**config.mk**
```make
export PLATFORM = sky130hd
export DESIGN_NAME = daq_tx_sequencer
export DESIGN_NICKNAME = d
export VERILOG_FILES = /design/src/rtl/daq_pkg.sv /design/src/rtl/sync_2ff.sv /design/src/rtl/daq_tx_sequencer.sv
export SDC_FILE = /design/constraint.sdc
export NUM_CORES = 1
export LEC_CHECK = 0
export BUFFER_PORTS_ARGS = -buffer_cell sky130_fd_sc_hd__buf_2
export CORE_MARGIN = 2
export CORE_UTILIZATION = 40
export DETAILED_ROUTE_END_ITERATION = 12
export GPL_ROUTABILITY_DRIVEN = 0
export PLACE_DENSITY = 0.77
export RECOVER_POWER = 50
export SYNTH_ARGS = -nofsm -noshare
export SYNTH_HDL_FRONTEND = slang
export SYNTH_SLANG_ARGS = --single-unit
```
**constraint.sdc**
```tcl
create_clock -name clk -period 2.6 [get_ports clk]
set_input_delay 0.26 -clock clk [delete_from_list [all_inputs] [get_ports clk]]
set_output_delay 0.26 -clock clk [all_outputs]
set_load 0.05 [all_outputs]
```
**src/rtl/daq_pkg.sv**
```systemverilog
// Shared types and constants for the DAQ transmit sequencer.
// Holds FSM state encoding, header base code and default sizes.
package daq_pkg;

  localparam int N_SRC_DEF = 4;
  localparam int DW_DEF    = 7;

  localparam logic [6:0] HDR_BASE = 7'h40;

  typedef enum logic [2:0] {
    IDLE    = 3'd0,
    SELECT  = 3'd1,
`ifdef DAQ_TX_HEADER_EN
    HEADER  = 3'd2,
`endif
    ENABLE  = 3'd3,
    RELEASE = 3'd4,
    DONE    = 3'd5
  } state_t;

endpackage

```
**src/rtl/sync_2ff.sv**
```systemverilog
// Two-flop synchroniser for a single asynchronous level.
// Ports: clk, rst (async high), d (async in), q (synchronised out).
module sync_2ff (
  input  logic clk,
  input  logic rst,
  input  logic d,
  output logic q
);

  logic ff1;

  always_ff @(posedge clk or posedge rst) begin
    if (rst) begin
      ff1 <= 1'b0;
      q   <= 1'b0;
    end else begin
      ff1 <= d;
      q   <= ff1;
    end
  end

endmodule

```
**src/rtl/daq_tx_sequencer.sv**
```systemverilog
// Grants N_SRC readback sources turn-by-turn access to one UART,
// skipping masked sources, and muxes the granted source onto it.
// Ports: clk, rst (async high); start/src_mask in, busy/done out;
//   per-source src_en, src_data_ready, src_data, src_complete,
//   src_data_loaded; UART side uart_data_ready, uart_data,
//   uart_data_loaded (async to clk).
// Macro DAQ_TX_HEADER_EN: send a header word 0x40|index before
//   each granted source, handshaken on the synchronised loaded flag.
module daq_tx_sequencer
  import daq_pkg::*;
#(
  parameter int N_SRC = N_SRC_DEF,
  parameter int DW    = DW_DEF
) (
  input  logic                clk,
  input  logic                rst,
  input  logic                start,
  input  logic [N_SRC-1:0]    src_mask,
  output logic                busy,
  output logic                done,
  output logic [N_SRC-1:0]    src_en,
  input  logic [N_SRC-1:0]    src_data_ready,
  input  logic [N_SRC*DW-1:0] src_data,
  input  logic [N_SRC-1:0]    src_complete,
  output logic [N_SRC-1:0]    src_data_loaded,
  output logic                uart_data_ready,
  output logic [DW-1:0]       uart_data,
  input  logic                uart_data_loaded
);

  localparam int CW = $clog2(N_SRC);

  state_t           state, state_n;
  logic [CW-1:0]    cur, cur_n;
  logic [N_SRC-1:0] mask_q, mask_n;
  logic             sel_found;
  logic [CW-1:0]    sel_idx;

`ifdef DAQ_TX_HEADER_EN
  logic loaded_s;
  logic hdr_lo, hdr_lo_n;

  sync_2ff u_sync (
    .clk (clk),
    .rst (rst),
    .d   (uart_data_loaded),
    .q   (loaded_s)
  );
`endif

  always_ff @(posedge clk or posedge rst) begin
    if (rst) begin
      state  <= IDLE;
      cur    <= '0;
      mask_q <= '0;
`ifdef DAQ_TX_HEADER_EN
      hdr_lo <= 1'b0;
`endif
    end else begin
      state  <= state_n;
      cur    <= cur_n;
      mask_q <= mask_n;
`ifdef DAQ_TX_HEADER_EN
      hdr_lo <= hdr_lo_n;
`endif
    end
  end

  // Lowest unmasked index at or above cur.
  always_comb begin
    sel_found = 1'b0;
    sel_idx   = cur;
    for (int i = N_SRC - 1; i >= 0; i--) begin
      if (!mask_q[i] && (i >= int'(cur))) begin
        sel_found = 1'b1;
        sel_idx   = CW'(i);
      end
    end
  end

  always_comb begin
    state_n = state;
    cur_n   = cur;
    mask_n  = mask_q;
`ifdef DAQ_TX_HEADER_EN
    hdr_lo_n = hdr_lo;
`endif
    unique case (state)
      IDLE: begin
        if (start) begin
          mask_n  = src_mask;
          cur_n   = '0;
          state_n = SELECT;
        end
      end
      SELECT: begin
        if (sel_found) begin
          cur_n = sel_idx;
`ifdef DAQ_TX_HEADER_EN
          state_n = HEADER;
`else
          state_n = ENABLE;
`endif
        end else begin
          state_n = DONE;
        end
      end
`ifdef DAQ_TX_HEADER_EN
      // Phase 0: ready high until loaded seen; phase 1: wait
      // for loaded to fall before granting the source.
      HEADER: begin
        if (!hdr_lo) begin
          if (loaded_s) hdr_lo_n = 1'b1;
        end else if (!loaded_s) begin
          hdr_lo_n = 1'b0;
          state_n  = ENABLE;
        end
      end
`endif
      ENABLE: begin
        if (src_complete[cur]) state_n = RELEASE;
      end
      RELEASE: begin
        if (!src_complete[cur]) begin
          if (cur == CW'(N_SRC - 1)) begin
            state_n = DONE;
          end else begin
            cur_n   = cur + 1'b1;
            state_n = SELECT;
          end
        end
      end
      DONE: state_n = IDLE;
      default: state_n = IDLE;
    endcase
  end

  // Routing is purely combinational on registered state/cur, so
  // reset clears every output without waiting for a clock.
  always_comb begin
    busy            = (state != IDLE);
    done            = (state == DONE);
    src_en          = '0;
    src_data_loaded = '0;
    uart_data_ready = 1'b0;
    uart_data       = '0;
    if (state == ENABLE) begin
      src_en[cur]          = 1'b1;
      src_data_loaded[cur] = uart_data_loaded;
      uart_data_ready      = src_data_ready[cur];
      uart_data            = src_data[int'(cur)*DW +: DW];
    end
`ifdef DAQ_TX_HEADER_EN
    if (state == HEADER) begin
      uart_data_ready = !hdr_lo;
      uart_data       = DW'(HDR_BASE) | DW'(cur);
    end
`endif
  end

endmodule

```
==> results of run 1 <==
cell usage in the layout (no fill, tap or decap):
| cell type | instances |
|---|---|
| buf_2 | 59 |
| and3_1 | 16 |
| dfrtp_1 | 9 |
| mux4_1 | 8 |
| inv_1 | 6 |
| o21ai_0 | 5 |
| nor2_1 | 5 |
| nand2_1 | 4 |
| a21oi_1 | 4 |
| mux2_2 | 4 |
| ha_1 | 4 |
| nor2b_1 | 3 |
| o211ai_1 | 3 |
| clkbuf_4 | 3 |
| clkbuf_1 | 3 |
| and2_1 | 2 |
| nand2b_1 | 1 |
| mux4_2 | 1 |
| nor3_1 | 1 |
| a21oi_2 | 1 |
| o211a_1 | 1 |
| nand4_2 | 1 |
| mux2_4 | 1 |
| a31o_2 | 1 |
| a32oi_1 | 1 |
| a41o_2 | 1 |
| o31ai_1 | 1 |
| o22ai_1 | 1 |
| or3_1 | 1 |
| dlygate4sd3_1 | 1 |
| buf_4 | 1 |
how the worst min path moves through the flow:
stage                            from   endpoint  slack [ns]  depth (start not counted)
final                     src_mask[0]  mask_q[0]        0.23                          2
after global routing      src_mask[2]  mask_q[2]        0.22                          2
after CTS                 src_mask[0]  mask_q[0]        0.23                          2
after detailed placement          rst  mask_q[0]        0.24                          2
after global placement            rst  mask_q[0]        0.23                          2
after floorplan                   rst     cur[0]        0.09                          1
cell type report:
type / count / area, µm² / area share [%]
Timing Repair Buffer: 63 / 320 / 24.7
Clock buffer: 4 / 26.3 / 2.03
Sequential cell: 9 / 225 / 17.4
Tap cell: 28 / 35.0 / 2.70
Multi-Input combinational cell: 71 / 667 / 51.4
Inverter: 6 / 22.5 / 1.74
cells by family after synthesis:
logic type / Yosys count / synth area share [%]
flip-flops: 9 / 23.7
buffers and inverters: 13 / 6.31
AO/OA/AOI/OAI: 19 / 13.5
AND/OR/NAND/NOR: 34 / 20.5
adder cells (fa/ha/maj): 4 / 5.26
multiplexers: 14 / 30.7
through the flow:
stage                     utilization (%)  worst slack [ns]  total power [mW]  std cells  hold slack [ns]
final                                58.0             0.331              1.28        181            0.227
after global routing                 58.0             0.216              1.35        181            0.222
after global placement               56.5             0.546              1.13        176            0.233
after detailed placement             56.5             0.511              1.16        176            0.238
after floorplan                         -             0.531             0.973         93           0.0879
after CTS                            58.2             0.357              1.28        181            0.228
worst max-delay path: cells and delay by family (launching register included):
family	cells	cell delay [ns]
buf+inv	2	0.52
flops	1	0.49
simple gates	2	0.71
timing repair:
item | 4_1_cts | 5_1_grt
hold endpoints to repair | 9 | 0
gates resized for setup | 0 | 0
hold buffers | 1 | 0
registers in the layout, summed over array words and instances (netlist names):
signal  count
cur         2
state       3
mask_q      4
routing by layer:
metal  track usage (%)  wire length (µm)
met1              21.1              1010
met4              7.69                44
met2              37.5              1520
met5                 0                 0
met3              2.57                92
power by group through the flow:
| stage | sequential, mW | clock (mW) | combinational [mW] |
|---|---|---|---|
| floorplan | 0.238 | 0 | 0.735 |
| global placement | 0.329 | 0 | 0.806 |
| detailed placement | 0.330 | 0 | 0.832 |
| CTS | 0.327 | 0.116 | 0.838 |
| global route | 0.344 | 0.126 | 0.878 |
| finish | 0.329 | 0.116 | 0.833 |
==> reports/qor.csv, run 1 <==
metric;value;unit
status;complete, no violations;
io pins;62;
CP max FO;12;
Worst Setup Start Kind;flop;
max-slew violations;0;
Initial DRT Pass Iterations;4;
kind of critical path;flop to primary output;
clock sinks;9;
WL/cell;14.7;µm
first-pass GRT wire length;3.92;mm
post-route design area;1300;µm²
post-synthesis sequential area ratio;23.7;%
worst r2r dst;cur[1];
Root Buffer;clkbuf_4;
f_max;0.441;GHz
CP Cell Sequence;nor2b_1, buf_4, and3_1, buf_2;
CTS tree;done;
syn_nets;141;
Req. time, crit path;2.34;ns
Synth warnings;0;
number of nets with antenna violations after routing;0;
GRT overflow;0;
postcts setup bufs;0;
Antenna Cells;0;
initial antenna violation count;0;
cell-internal power;579;µW
worst-margin pin slew;0.622;ns
All-Layer GR Usage;19.5;%
share of layout cells above drive strength 1;47.7;%
Final min period;2.27;ns
register share of total power;25.8;%
post-detail-place hpwl;2.16;mm
synth top area cells;dfrtp_1, mux4_1, and3_1, ha_1, mux2_2;
Logic pwr share;65.1;%
clk buf depth;2;
die area;2790;µm²
reg2reg setup slack;0.47;ns
DIE HEIGHT;52.8;µm
drt drc;0;
slowest CP cell;nor2b_1;
CP peak stage delay;0.56;ns
Async SR Flop Fraction;100;%
Layout Area Growth over Synthesis;36.1;%
worst reg-to-reg path cell count;4;
count leader, synth;and3_1;
largest net degree at the start of global routing;22;
Sum Neg Setup Slack;0;ns
number of I/O port buffers;61;
die width;52.8;µm
1st-iter DRT viols;21;
vias in the first global route;884;
clock latency on the worst-skew pair;0.28;ns
worst setup path startpoint;state[0];
Max VDD drop;0.489;mV
dpl cell area;1260;µm²
EDFF count, synth;0;
arrival time worst endpoint;2.01;ns
LEAKAGE;0.712;nW
CP Capture Point;uart_data_ready;
CP endpoint kind;primary output;
initial core utilization;42.6;%
final hold violations;0;
Layout Skew;0.0121;ns
Power Density;986;nW/µm²
Cells after Synth;93;
routed vias/inst;5.56;
commonest cells in the netlist;and3_1, dfrtp_1, mux4_1, inv_1;
core area;2230;µm²
Yosys reg bits;9;
Sw Share;54.7;%
Synth Flop Type;dfrtp_1;
Mean Syn Cell Area;10.2;µm²
Period Utilization, post-route;87.3;%
final wirelength;2.67;mm
Max-Cap Viols;0;
Max-Slew Margin vs Limit;58.4;%
largest area contributor in the netlist;dfrtp_1;
post-synth top area share;23.7;%
P_sw;700;µW
RSZ-0062 raised after global routing;no;
H-tree depth;1;
number of distinct library cells after synthesis;29;
Hold WC Path Type;primary input to flop;
TritonCTS Buffers;3;
via count;1006;
clock-pin transition on the worst setup and hold timing paths;0.07;ns
NumNets Final;202;
# rows;17;
Clk pwr share;9.1;%
Final setup viols;0;
Filler cells;215;
Syn Std Cell Area;952;µm²
R2R Path Start;cur[0];
(Power assumes the default switching activity.)
==> run 2, diff against run 1 <==
==> constraint.sdc (replaced) <==
create_clock -name clk -period 2.6 [get_ports clk]
set_input_delay 0.26 -clock clk [delete_from_list [all_inputs] [get_ports clk]]
set_output_delay 0.26 -clock clk [all_outputs]
set_load 0.1 [all_outputs]
==> reports/qor.csv, run 2 (synthesis gave the netlist of run 1 again) <==
metric;value;unit;change
Antenna Cells;0;;unchanged
Root Buffer;clkbuf_4;;
initial core utilization;42.6;%;unchanged
Final setup viols;0;;unchanged
Req. time, crit path;2.34;ns;about the same
worst setup path startpoint;cur[0];;
arrival time worst endpoint;2.06;ns;+0.05 ns
TritonCTS Buffers;3;;unchanged
Max VDD drop;0.680;mV;+39%
# rows;17;;unchanged
LEAKAGE;0.721;nW;+1.3%
max FFs per register;4;;unchanged
post-route design area;1310;µm²;+0.77%
clock-pin transition on the worst setup and hold timing paths;0.06;ns;about the same
clk buf depth;2;;unchanged
RSZ-0062 raised after global routing;no;;
most frequent cells in the layout;buf_2, and3_1, dfrtp_1, mux4_1, inv_1;;
share of layout cells above drive strength 1;49.4;%;+1.6 points
die area;2790;µm²;unchanged
clock sinks;9;;unchanged
H-tree depth;1;;unchanged
number of nets with antenna violations after routing;0;;unchanged
status;complete, no violations;;
Layout Area Growth over Synthesis;37.2;%;
GRT overflow;0;;unchanged
Hold Startpoint;src_mask[2];;
Top Registers;mask_q x4, state x3, cur x2;;
postcts setup bufs;0;;unchanged
f_max;0.432;GHz;-2.0%
CTS tree;done;;
kind of critical path;flop to primary output;;
Power Density;1180;nW/µm²;+20%
WL/cell;14.4;µm;-2.3%
post-detail-place hpwl;2.16;mm;+0.30%
drt drc;0;;unchanged
Layout Skew;0.00285;ns;-0.00928 ns
CP endpoint kind;primary output;;
met3 routed wirelength;101;µm;+9.8%
All-Layer GR Usage;20.4;%;+0.89 points
largest net degree at the start of global routing;22;;unchanged
number of I/O port buffers;61;;unchanged
max-slew violations;0;;unchanged
io pins;62;;unchanged
R2R Path Start;cur[0];;
M1 wire length;994;µm;-1.2%
DIE HEIGHT;52.8;µm;unchanged
commonest non-fill, non-tap cell in the layout;buf_2;;
clock latency on the worst-skew pair;0.27;ns;about the same
via count;978;;-2.8%
die width;52.8;µm;unchanged
1st-iter DRT viols;14;;-33%
first-pass GRT wire length;4.18;mm;+6.7%
core area;2230;µm²;unchanged
Period Utilization, post-route;89.1;%;+1.8 points
metal2 WL;1.49;mm;-1.8%
Top reg by flops;mask_q;;
Final min period;2.32;ns;+0.0459 ns
Sum Neg Setup Slack;0;ns;unchanged
Top Layer Used;met4;;
Max-Cap Viols;0;;unchanged
Max-Slew Margin vs Limit;23.1;%;-35 points
vias in the first global route;967;;+9.4%
initial antenna violation count;0;;unchanged
placed instance count;177;;+0.57%
dpl cell area;1270;µm²;+0.69%
NumNets Final;203;;+0.50%
Initial DRT Pass Iterations;4;;unchanged
Worst Setup Start Kind;flop;;
routed vias/inst;5.37;;-3.3%
Hold WC Path Type;primary input to flop;;
final wirelength;2.62;mm;-1.7%
final hold violations;0;;unchanged
worst-margin pin slew;1.16;ns;+0.536 ns
CP max FO;12;;unchanged
non-filler cells in the finished layout;182;;+0.55%
-- run 2: cell count changes in the layout (fill, tap and decap cells not counted) --
cell,previous run,this run
and2_1,2,1
and2_2,0,1
buf_4,1,2
clkbuf_1,3,2
clkbuf_2,0,1
-- run 2: worst paths after layout --
path	endpoint	slack, ns	cells past startpoint
max in group asynchronous	state[1]	1.83	3
min	mask_q[2]	0.22	2
max	uart_data[0]	0.28	3
min reg2reg	mask_q[0]	0.50	1
min in group asynchronous	mask_q[0]	0.50	3
max reg2reg	cur[1]	0.49	4
-- run 2: power by group --
group	total, mW	internal [mW]	switching (mW)
registers	0.331	0.203	0.128
logic	1.10	0.330	0.772
clock network	0.113	0.0594	0.0533
total	1.55	0.592	0.953
-- run 2: worst max-delay path: stages (launching register included) --
cell and delay [ns]:
dfrtp_1 0.67, mux4_1 0.63, and3_1 0.20, buf_2 0.29
-- run 2: layer usage --
layer | vias up | track usage, %
li1 | 481 | -
met5 | - | 0
met4 | 0 | 7.26
met2 | 28 | 37.3
met3 | 5 | 4.29
met1 | 464 | 23.0
-- run 2: final cells by class --
cell class / count / area [µm²]
inverters: 6 / 22.5
well taps: 28 / 35.0
repair buffers: 64 / 329
multi-input cells: 71 / 668
fillers: 212 / 927
flip-flops and latches: 9 / 225
clock buffers: 4 / 26.3
-- run 2: metrics by stage --
step	total power [mW]	setup slack (ns)	util (%)	hold WS [ns]
after floorplan	1.24	0.0895	-	0.0879
after global placement	1.41	0.566	56.9	0.235
after detailed placement	1.43	0.510	56.9	0.248
after CTS	1.55	0.283	58.5	0.219
after global routing	1.63	0.119	58.5	0.230
final	1.55	0.285	58.5	0.221
-- run 2: timing repair --
action,4_1_cts,5_1_grt
resized for setup,0,0
hold buffers,1,0
endpoints found under the hold margin,9,0
